File: config.mk
export PLATFORM = sky130hd
export DESIGN_NAME = ring_mem_requester
export DESIGN_NICKNAME = d
export VERILOG_FILES = /design/src/rtl/ring_mem_requester_pkg.sv /design/src/rtl/ring_line_assembler.sv /design/src/rtl/ring_mem_requester.sv
export SDC_FILE = /design/constraint.sdc
export NUM_CORES = 1
export LEC_CHECK = 0
export CAP_MARGIN = 20
export CORE_AREA = 10 10 189 191
export DETAILED_ROUTE_END_ITERATION = 16
export DIE_AREA = 0 0 199 201
export PLACE_DENSITY_LB_ADDON = 0.08
export SYNTH_ARGS = -nofsm -noshare
export SYNTH_HDL_FRONTEND = slang
export SYNTH_SLANG_ARGS = --single-unit
File: constraint.sdc
create_clock -name clock -period 8.3 [get_ports clock]
set_input_delay 2.49 -clock clock [delete_from_list [all_inputs] [get_ports clock]]
set_output_delay 2.49 -clock clock [all_outputs]
set_load 0.01 [all_outputs]
File: src/rtl/ring_mem_requester_pkg.sv
// Shared ring definitions: slot-type macros, address-word field positions, requester FSM states.
// Address word layout: [28] = read flag, [25:0] = line address, all other bits zero.
`ifndef RING_DEFS_SV
`define RING_DEFS_SV
`define Null      4'd0
`define Token     4'd1
`define Address   4'd2
`define WriteData 4'd3
`endif

package ring_mem_requester_pkg;

    localparam logic [3:0] SLOT_NULL      = `Null;
    localparam logic [3:0] SLOT_TOKEN     = `Token;
    localparam logic [3:0] SLOT_ADDRESS   = `Address;
    localparam logic [3:0] SLOT_WRITEDATA = `WriteData;

    localparam int READ_BIT = 28;
    localparam int ADDR_MSB = 25;

    typedef enum logic [2:0] {
        IDLE       = 3'd0,
        WAIT_TOKEN = 3'd1,
        SEND_WD    = 3'd2,
        RELEASE    = 3'd3,
        WAIT_RD    = 3'd4
    } reqState_t;

    function automatic logic [31:0] addrWord(input logic isWrite, input logic [ADDR_MSB:0] addr);
        logic [31:0] w;
        w              = '0;
        w[READ_BIT]    = ~isWrite;
        w[ADDR_MSB:0]  = addr;
        return w;
    endfunction

endpackage

File: src/rtl/ring_line_assembler.sv
// Collects four 32-bit words addressed to MY_ID into one 128-bit line (word0 = [31:0]).
// Latency: done pulses the cycle after the fourth word is captured; line holds until the next done.
// Backpressure: none; words are taken whenever enable is high and dest matches, clear wins over capture.
module ring_line_assembler #(
    parameter logic [3:0] MY_ID = 4'd1
) (
    input  logic         clock,
    input  logic         resetB,
    input  logic         clear,
    input  logic         enable,
    input  logic [3:0]   dest,
    input  logic [31:0]  word,
    output logic         lastWord,
    output logic         done,
    output logic [127:0] line
);

    logic [1:0]  rcnt;
    logic [95:0] partial;
    logic        capture;

    assign capture  = enable && (dest == MY_ID) && !clear;
    assign lastWord = capture && (rcnt == 2'd3);

    always_ff @(posedge clock) begin
        if (!resetB) begin
            rcnt    <= 2'd0;
            partial <= '0;
            done    <= 1'b0;
            line    <= '0;
        end else begin
            done <= lastWord;
            if (clear) begin
                rcnt <= 2'd0;
            end else if (capture) begin
                rcnt <= rcnt + 2'd1;
                case (rcnt)
                    2'd0:    partial[31:0]  <= word;
                    2'd1:    partial[63:32] <= word;
                    2'd2:    partial[95:64] <= word;
                    default: line           <= {word, partial};
                endcase
            end
        end
    end

endmodule

File: src/rtl/ring_mem_requester.sv
// Ring node feeding the memory mux: injects Address (+4 WriteData) on token, then re-issues token; assembles read lines.
// Latency: write token-in to token-out 5 cycles, read 1 cycle; rspValid one cycle after release / last read word.
// Backpressure: one request outstanding, reqReady low from accept until the cycle after rspValid. Option: RD_TIMEOUT_EN.
module ring_mem_requester
    import ring_mem_requester_pkg::*;
#(
    parameter logic [3:0] MY_ID   = 4'd1,
    parameter int         TIMEOUT = 1023
) (
    input  logic           clock,
    input  logic           resetB,
    input  logic [31:0]    RingIn,
    input  logic [3:0]     SlotTypeIn,
    input  logic [3:0]     SourceIn,
    output logic [31:0]    RingOut,
    output logic [3:0]     SlotTypeOut,
    output logic [3:0]     SourceOut,
    input  logic [31:0]    RDreturn,
    input  logic [3:0]     RDdest,
    input  logic           reqValid,
    input  logic           reqWrite,
    input  logic [25:0]    reqAddr,
    input  logic [127:0]   reqData,
    output logic           reqReady,
    output logic           rspValid,
    output logic [127:0]   rspData,
    output logic           rdTimeout
);

    reqState_t    state;
    logic         isWrite;
    logic [25:0]  lineAddr;
    logic [127:0] lineData;
    logic [1:0]   wcnt;
    logic         rspValidReg;
    logic         tokenSeen;
    logic         timeoutHit;
    logic [31:0]  wdWord;

    logic         asmLast;
    logic         asmDone;
    logic [127:0] asmLine;

    assign tokenSeen = (state == WAIT_TOKEN) && (SlotTypeIn == `Token);

    always_comb begin
        wdWord = lineData[31:0];
        case (wcnt)
            2'd1:    wdWord = lineData[63:32];
            2'd2:    wdWord = lineData[95:64];
            2'd3:    wdWord = lineData[127:96];
            default: wdWord = lineData[31:0];
        endcase
    end

    // Own slot only while holding the token; every other cycle is a straight wire.
    always_comb begin
        RingOut     = RingIn;
        SlotTypeOut = SlotTypeIn;
        SourceOut   = SourceIn;
        case (state)
            WAIT_TOKEN: begin
                if (SlotTypeIn == `Token) begin
                    RingOut     = addrWord(isWrite, lineAddr);
                    SlotTypeOut = `Address;
                    SourceOut   = MY_ID;
                end
            end
            SEND_WD: begin
                RingOut     = wdWord;
                SlotTypeOut = `WriteData;
                SourceOut   = MY_ID;
            end
            RELEASE: begin
                RingOut     = 32'd0;
                SlotTypeOut = `Token;
                SourceOut   = 4'd0;
            end
            default: ;
        endcase
    end

    always_ff @(posedge clock) begin
        if (!resetB) begin
            state       <= IDLE;
            reqReady    <= 1'b0;
            rspValidReg <= 1'b0;
            wcnt        <= 2'd0;
            isWrite     <= 1'b0;
            lineAddr    <= '0;
            lineData    <= '0;
        end else begin
            rspValidReg <= 1'b0;
            case (state)
                IDLE: begin
                    if (reqValid && reqReady) begin
                        isWrite  <= reqWrite;
                        lineAddr <= reqAddr;
                        lineData <= reqData;
                        reqReady <= 1'b0;
                        state    <= WAIT_TOKEN;
                    end else begin
                        reqReady <= 1'b1;
                    end
                end
                WAIT_TOKEN: begin
                    if (tokenSeen) begin
                        wcnt  <= 2'd0;
                        state <= isWrite ? SEND_WD : RELEASE;
                    end
                end
                SEND_WD: begin
                    wcnt <= wcnt + 2'd1;
                    if (wcnt == 2'd3) begin
                        state <= RELEASE;
                    end
                end
                RELEASE: begin
                    if (isWrite) begin
                        rspValidReg <= 1'b1;
                        state       <= IDLE;
                    end else begin
                        state <= WAIT_RD;
                    end
                end
                WAIT_RD: begin
                    if (timeoutHit) begin
                        rspValidReg <= 1'b1;
                        state       <= IDLE;
                    end else if (asmLast) begin
                        state <= IDLE;
                    end
                end
                default: state <= IDLE;
            endcase
        end
    end

    ring_line_assembler #(
        .MY_ID (MY_ID)
    ) u_assembler (
        .clock    (clock),
        .resetB   (resetB),
        .clear    (timeoutHit),
        .enable   (state == WAIT_RD),
        .dest     (RDdest),
        .word     (RDreturn),
        .lastWord (asmLast),
        .done     (asmDone),
        .line     (asmLine)
    );

    assign rspValid = rspValidReg | asmDone;

`ifdef RD_TIMEOUT_EN
    localparam int TCW = ($clog2(TIMEOUT + 1) > 10) ? $clog2(TIMEOUT + 1) : 10;

    logic [TCW-1:0] rdCnt;
    logic           rdTimeoutReg;
    logic           rspOnes;

    assign timeoutHit = (state == WAIT_RD) && (rdCnt == TCW'(TIMEOUT - 1));

    // Counter idles at zero outside WAIT_RD, so it is already cleared on entry.
    always_ff @(posedge clock) begin
        if (!resetB) begin
            rdCnt        <= '0;
            rdTimeoutReg <= 1'b0;
            rspOnes      <= 1'b0;
        end else begin
            rdCnt <= (state == WAIT_RD) ? rdCnt + 1'b1 : '0;
            if (timeoutHit) begin
                rdTimeoutReg <= 1'b1;
                rspOnes      <= 1'b1;
            end else if (asmLast) begin
                rspOnes <= 1'b0;
            end
        end
    end

    assign rdTimeout = rdTimeoutReg;
    assign rspData   = rspOnes ? {128{1'b1}} : asmLine;
`else
    assign timeoutHit = 1'b0;
    assign rdTimeout  = 1'b0;
    assign rspData    = asmLine;
`endif

    always_ff @(posedge clock) begin
        if (resetB) begin
            assert (MY_ID != 4'd0 && TIMEOUT > 0)
                else $error("ring_mem_requester: MY_ID must be nonzero and TIMEOUT positive");
            if (state == SEND_WD || state == RELEASE) begin
                assert (SlotTypeIn == `Null || SlotTypeIn == `Token)
                    else $error("ring_mem_requester: foreign slot overwritten while holding token");
            end
            if (state != WAIT_RD) begin
                assert (RDdest != MY_ID)
                    else $error("ring_mem_requester: read word for this node outside WAIT_RD dropped");
            end
        end
    end

endmodule
### Yosys cells after proc, flatten, opt, wreduce, memory -nomap -nowiden

Index checks and enable logic that the tools add are counted.

* bits in registers: 389
* word-level logic and storage cells: 68
* bits of input ports: 234
* output and inout bits: 171

* multiplexer cells: 18
* add/subtract/negate cells: 2
* reduce and logical (&&, ||, !) cells: 16
* equal/unequal tests: 16
* bitwise logic cells: 3

Operators with widths (number)
* one-hot mux 32 bit (3 select lines): 2
* 2-to-1 mux 32 bit: 1
* one-hot mux 4 bit (3 select lines): 2
* 2-to-1 mux 3 bit: 5
* one-hot mux 3 bit (5 select lines): 1
* AND reduction 2 bit: 7
* equality test 2 bit, second input constant: 4
* equality test 4 x 1 -> 1 bit, second input constant: 2
* 2-to-1 mux 4 bit: 2
* != test 2 bit, second input constant: 4
* equality test 3 x 2 -> 1 bit, second input constant: 2
* adder 2 x 1 -> 2 bit, second input constant: 2
* equality test 2 x 1 -> 1 bit, second input constant: 2
* logical AND 1 bit: 4
* one-hot mux 2 bit (2 select lines): 1
* AND reduction 4 bit: 1
* equality test 3 x 1 -> 1 bit, second input constant: 1
* equality test 3 bit, second input constant: 1
* zero test 3 bit: 1
* 2-to-1 mux 1 bit: 3
* OR reduction 3 bit: 1
* zero test 2 bit: 1
* 2-to-1 mux 2 bit: 1
* NOT 1 bit: 2
* 2 further kinds: 2

### Logic depth before layout (Yosys ltp)

Gate-level depths: netlist of run 1.

* depth in word-level cells: 5
* depth in mapped cells: 7
* depth with buffers taken out: 5

### Modules after synthesis

From an unflattened synthesis of run 1, not the netlist that was laid out.

* cells, all modules: 1709
* area, all modules: 15647.5 um^2

Modules (own cells, without submodules)
* ring_line_assembler: cells each 783, area an instance 8207.9 um^2, instances 1, sequential area each 4544.4 um^2
* ring_mem_requester: cells each 926, area an instance 7439.6 um^2, instances 1, sequential area each 3243.1 um^2

### Worst setup path before layout of run 1

No wires, ideal clock.

* kind: input-to-output
* start: input SlotTypeIn[1]
* end: output RingOut[0]
* buffers on the path: 1
* slack: 2166 ps
* arrival time: 3644 ps
* data required time: 5810 ps
* stages: 4
* cells stage by stage: or4b_1 > nor2_4 > buf_6 > a221o_1

* longest elaborated chain between the ends: 3

Ends and longest elaborated chain
* start: declaration: RTL line ring_mem_requester.sv:13 `input logic [3:0] SlotTypeIn,`
* equality test 4 x 1 -> 1 bit (no line)
* 2-to-1 mux 32 bit: RTL line ring_mem_requester.sv:63 `` if (SlotTypeIn == `Token) begin ``
* one-hot mux 32 bit (3 select lines): RTL line ring_mem_requester.sv:61 `case (state)`
* end: declaration: RTL line ring_mem_requester.sv:15 `output logic [31:0] RingOut,`

Every way passes these cells.

### Worst setup path in the final report of run 1

* start: input SlotTypeIn[1]
* end: output RingOut[24]

Same word-level chain as after synthesis.

==> results of run 1 <==
## final timing paths
| check | from | end | slack [ps] | cells after the start |
|---|---|---|---|---|
| min reg2reg | u_assembler.line[89]$_SDFFE_PN0P_ | u_assembler.line[89]$_SDFFE_PN0P_ | 460 | 2 |
| max reg2reg | state[0]$_SDFFE_PN0P_ | lineData[80]$_SDFFE_PN0P_ | 5490 | 5 |
| min | u_assembler.line[89]$_SDFFE_PN0P_ | u_assembler.line[89]$_SDFFE_PN0P_ | 460 | 2 |
| max | SlotTypeIn[1] | RingOut[24] | 710 | 5 |
## routing by layer
metal / GRT usage / routed length [um] / up-vias
li1: - / - / 6703
met3: 0.0808 / 4850 / 59
met1: 0.309 / 21700 / 6729
met2: 0.391 / 24100 / 455
met4: 0.0624 / 788 / 2
met5: 0 / 12 / -
## through the flow
stage	utilization	area, sq um
floorplan	-	15800
global placement	0.615	19700
detailed placement	0.615	19700
CTS	0.655	21000
global route	0.656	21000
finish	0.656	21000
## flip-flops by register name, summed over array words and instances (netlist names), 2 cells and up
signal               flops
lineData               128
u_assembler.rcnt         2
state                    3
lineAddr                26
u_assembler.partial     96
wcnt                     2
u_assembler.line       128
## layout make-up
| class | instances | area (sq um) | area share |
|---|---|---|---|
| antenna | 9 | 22.5 | 0.00107 |
| clock buffer | 61 | 1200 | 0.0572 |
| clock inverter | 8 | 91.3 | 0.00435 |
| inverter | 35 | 134 | 0.00637 |
| multi-input combinational | 1142 | 7090 | 0.338 |
| sequential | 389 | 7790 | 0.371 |
| tap | 408 | 510 | 0.0243 |
| timing repair buffer | 421 | 4170 | 0.198 |
## cells by family after synthesis
| kind of cell | share of synthesized area |
|---|---|
| buf+inv | 0.0593 |
| compound gates | 0.168 |
| fa+ha+maj | 0.00635 |
| simple gates | 0.131 |
| mux | 0.142 |
| other cells | 0.000238 |
| flops | 0.494 |
## power breakdown
part / switching (mW) / internal (mW) / total, mW
registers: 0.0234 / 1.91 / 1.93
logic: 0.186 / 0.169 / 0.355
clock network: 0.731 / 1.03 / 1.77
total: 0.941 / 3.11 / 4.05
## layout by cell type, fill, tap and decap left out, types with 7 or more instances in the layout
cell type / instances
mux2i_1: 224
clkbuf_8: 8
buf_4: 18
a221oi_1: 27
diode_2: 9
inv_1: 34
clkbuf_1: 11
nand2_1: 264
o21ai_0: 162
a21oi_1: 189
nand3_1: 157
a221o_1: 27
clkdlybuf4s50_1: 402
a22oi_1: 27
clkbuf_16: 42
ha_1: 7
dfxtp_1: 389
## critical path: stages
cell and delay [ps]:
clkdlybuf4s50_1 450, or4b_1 690, nor2_4 630, a221o_1 260
clkdlybuf4s50_1 560
==> results.tsv, run 1 <==
metric	value	unit
leakagePower	8.42	nW
numPlacedInstances	2395	
cts_tree	yes	
gp_congestion	0.830	
synthMostInstantiatedCell	dfxtp_1	
htree_levels	2	
synthCells	1733	
synth.net_count	1975	
numPortBuffers	403	
postRouteAntennaNets	0	
clock_tree.buffer_depth	3	
syn-cell-area	15800	sq um
ios	405	
critical_path.max_fanout	27	
period_minus_slack	7590	ps
vias_in_the_first_global_route	13600	
area_growth_syn_to_layout	33.2	%
grt_pass1_wl	78500	um
cts_resized	0	
setup_viol	0	
largest_net_degree_at_the_start_of_global_routing	113	
netlist-cell-type-count	45	
dp_slack	734	ps
gr-total-overflow	0	
layout.nets	2272	
detailedPlacementHpwl	34600	um
final_layout_size_suffix_gt1_frac	0.0467	
cts_root_buf	clkbuf_16	
rsz_0062_raised_after_global_routing	no	
die_width	199	um
start_util	0.492	
post-synth-top-area-cell	dfxtp_1	
maxSlewHeadroom	0.258	
clk_pin_slew	60	ps
min_path_type	flip-flop to flip-flop	
worstSetupEndpointType	output pin	
hold_ws	455	ps
async_reset_ff_frac	0	
antenna_violations_before_repair	10	
cts.sinks	389	
synth-seq-cells	389	
clock-skew-final	8.34	ps
routed_wirelength	51400	um
timing.final.crit_share	0.915	
data_arrival_time_of_the_critical_path	5100	ps
yosys_warnings	0	
max_slew_vio_count	0	
gr-usage-all-layers	0.244	
dieArea	40000	sq um
post-cts-setup-buffer-count	0	
synth_largest_type_area_fraction	0.494	
fillers	2688	
drt-wirelength-per-cell	20.8	um
max_cap_viol_count	0	
die_y	201	um
detail_route.iter0.violations	1052	
routed_vias	13900	
synth.top_cells.by_area	dfxtp_1 49%, mux2i_1 14%, nand2_1 6.3%	
stdcell_count	2473	
pin_slew_with_the_least_headroom_to_its_limit	1110	ps
core.rowCount	66	
core-area	32000	sq um
power.density_cell_area	193	nW/um^2
vdd_ir_drop_max	0.143	mV
hold_viol	0	
startpoint_type	input port	
synth_seq_area_share	0.494	
hold_fix_buffers_at_cts	0	
synth_flop_cell	dfxtp_1	
clock_insertion_delay_worst_skew	530	ps
worst-setup-path-type	input port to output pin	
fmax	132	MHz
fin_total_pwr	4.05	mW
post-route-drc-count	0	
synth-edff-count	0	
fin_ws	708	ps
setup_tns	0	ps
dr.pass1.iters	6	
cts_buffers	41	
netlist_top_cells_count	389 x dfxtp_1, 265 x nand2_1, 224 x mux2i_1	
outcome	completed	
synth_area_per_cell	9.10	sq um
crit_required	5810	ps
avgViaCountPerCell	5.64	
Power figures use the tool's default switching activity.
==> run 2, diff against run 1 <==
--- a/config.mk
+++ b/config.mk
@@ -6,9 +6,9 @@
 export NUM_CORES = 1
 export LEC_CHECK = 0
 export CAP_MARGIN = 20
-export CORE_AREA = 10 10 189 191
+export CORE_AREA = 2 2 181 183
 export DETAILED_ROUTE_END_ITERATION = 16
-export DIE_AREA = 0 0 199 201
+export DIE_AREA = 0 0 183 185
 export PLACE_DENSITY_LB_ADDON = 0.08
 export SYNTH_ARGS = -nofsm -noshare
 export SYNTH_HDL_FRONTEND = slang
==> results.tsv, run 2 (synthesis results as in run 1) <==
metric	value	unit	change
cp_slowest_cell	or4b_1		
r2r-end	u_assembler.line[7]$_SDFFE_PN0P_		
grt_pass1_wl	72400	um	-7.8%
largest_net_degree_at_the_start_of_global_routing	112		-0.88%
antenna_violations_before_repair	6		-4
core-area	32000	sq um	unchanged
ff2ff_setup_slack	5630	ps	+140 ps
startpoint_type	input port		
hold_fix_buffers_at_cts	0		unchanged
numPortBuffers	403		unchanged
clock_insertion_delay_worst_skew	530	ps	about the same
rsz_0062_raised_after_global_routing	no		
area_growth_syn_to_layout	33.7	%	
cts_resized	0		unchanged
vdd_ir_drop_max	0.146	mV	+2.2%
worst_hold_startpoint	u_assembler.line[122]$_SDFFE_PN0P_		
power.density_cell_area	194	nW/um^2	+0.54%
gp_congestion	0.827		-0.35%
pin_slew_with_the_least_headroom_to_its_limit	1120	ps	+10.2 ps
dr.pass1.iters	5		-1
clock_tree.buffer_depth	3		unchanged
postRouteAntennaNets	0		unchanged
min_path_type	flip-flop to flip-flop		
setup_viol	0		unchanged
post-cts-setup-buffer-count	0		unchanged
hold_viol	0		unchanged
power.internal	3.14	mW	+0.91%
die_width	183	um	-8.0%
worstSetupEndpointType	output pin		
p_switching	949	uW	+0.83%
critical_path.max_fanout	27		unchanged
hold_path_end	u_assembler.line[122]$_SDFFE_PN0P_		
routed_wirelength	47000	um	-8.7%
worstRegToRegCells	4		-1
biggestRegsByFlops	lineData (128), u_assembler.line (128), u_assembler.partial (96)		
avgViaCountPerCell	5.64		about the same
cts_tree	yes		
detailedPlacementHpwl	30600	um	-12%
dieArea	33900	sq um	-15%
period_minus_slack	7580	ps	-14.8 ps
fmax	132	MHz	+0.19%
worst-setup-path-type	input port to output pin		
multi_input_area	7090	sq um	unchanged
layout.nets	2276		+0.18%
timing.rr.start	state[2]$_SDFFE_PN0P_		
detail_route.iter0.violations	998		-5.1%
core.rowCount	66		unchanged
power.share.clock	0.441		+0.005
p_sw_frac	0.232		about the same
vias_in_the_first_global_route	13200		-2.8%
final_layout_size_suffix_gt1_frac	0.0490		+0.00227
maxSlewHeadroom	0.252		-0.00677
timing.final.crit_share	0.913		-0.00178
gr-total-overflow	0		unchanged
cts_buffers	42		+2.4%
setup_tns	0	ps	unchanged
start_util	0.492		unchanged
gr-usage-all-layers	0.267		+0.0223
post-route-drc-count	0		unchanged
data_arrival_time_of_the_critical_path	5090	ps	about the same
final-seq-area	7790	sq um	unchanged
cts_root_buf	clkbuf_16		
cp_slowest_stage_delay	680	ps	about the same
die_y	185	um	-8.0%
share_comb_of_total_power	0.086		-0.002
critical-path-top-cell-by-count	clkdlybuf4s50_1		
worstHoldPathCells	2		unchanged
outcome	completed		
clk_pin_slew	60	ps	about the same
max_cap_viol_count	0		unchanged
crit_required	5810	ps	about the same
drt-wirelength-per-cell	19.0	um	-8.9%
cts.sinks	389		unchanged
commonest_cells_after_routing_fill_and_taps_aside	402 x clkdlybuf4s50_1, 389 x dfxtp_1, 264 x nand2_1, 224 x mux2i_1, 189 x a21oi_1		
leakagePower	8.46	nW	+0.45%
final_util	0.658		+0.00230
cp_cell_sequence	clkdlybuf4s50_1, or4b_1, nor2_4, a221o_1, clkdlybuf4s50_1		
clock-skew-final	11.9	ps	+3.60 ps
max_slew_vio_count	0		unchanged
final_common_cell	clkdlybuf4s50_1		
htree_levels	2		unchanged
ios	405		unchanged
routed_vias	14000		+0.23%
fillers	2676		-0.45%
seq_power_share	0.473		-0.004
==> run 2: cell types whose count changed in the layout (fill, tap and decap cells not counted) <==
cell,previous run,this run
diode_2,9,6
clkbuf_1,11,13
inv_6,0,2
buf_12,0,1
buf_16,0,1
buf_2,0,1
bufinv_16,1,2
clkbuf_8,8,7
clkinvlp_4,0,1
inv_16,1,0
==> run 2: worst max path at each step <==
stage	slack [ps]	from	endpoint	depth (start not counted)
2_1_floorplan	2170	SlotTypeIn[1]	RingOut[0]	4
5_1_grt	620	SlotTypeIn[1]	RingOut[3]	5
6_report	720	SlotTypeIn[1]	RingOut[18]	5
4_1_cts	730	SlotTypeIn[1]	RingOut[18]	5
3_3_place_gp	790	SlotTypeIn[1]	RingOut[24]	5
3_5_place_dp	730	SlotTypeIn[1]	RingOut[18]	5
==> run 2: layout make-up <==
cell class,instances,share of cell area
Clock buffer,62,0.0567
Tap cell,408,0.0242
Antenna cell,6,0.000712
Sequential cell,389,0.369
Timing Repair Buffer,424,0.200
Inverter,35,0.00635
Multi-Input combinational cell,1142,0.336
Clock inverter,11,0.00599
==> run 2: metal layers <==
| layer | GRT usage | vias up | share of wire |
|---|---|---|---|
| met5 | 0 | - | 0.00028 |
| li1 | - | 6709 | - |
| met2 | 0.440 | 476 | 0.47 |
| met1 | 0.349 | 6726 | 0.43 |
| met4 | 0.0749 | 2 | 0.024 |
| met3 | 0.0647 | 67 | 0.078 |
==> run 2: power by group through the flow <==
stage | logic, mW | clock network (mW) | registers, mW
4_1_cts | 0.352 | 1.84 | 1.93
3_3_place_gp | 0.345 | 0 | 1.97
2_1_floorplan | 0.175 | 0 | 1.96
5_1_grt | 0.382 | 1.91 | 1.93
6_report | 0.353 | 1.80 | 1.93
3_5_place_dp | 0.350 | 0 | 1.97
==> run 2: critical path: cells and delay by family <==
kind / cells / cell delay (ps)
AO/OA/AOI/OAI: 1 / 280
AND/OR/NAND/NOR: 2 / 1310
buffers and inverters: 2 / 990
==> run 2: stage by stage <==
stage	instances	total power [mW]	hold WS, ps	setup slack [ps]	cell area, sq um
6_report	2477	4.09	454	722	21100
5_1_grt	2475	4.23	477	618	21100
4_1_cts	2469	4.12	460	733	21000
3_5_place_dp	2396	2.32	451	733	19700
3_3_place_gp	2395	2.32	444	794	19700
2_1_floorplan	1733	2.14	442	2170	15800
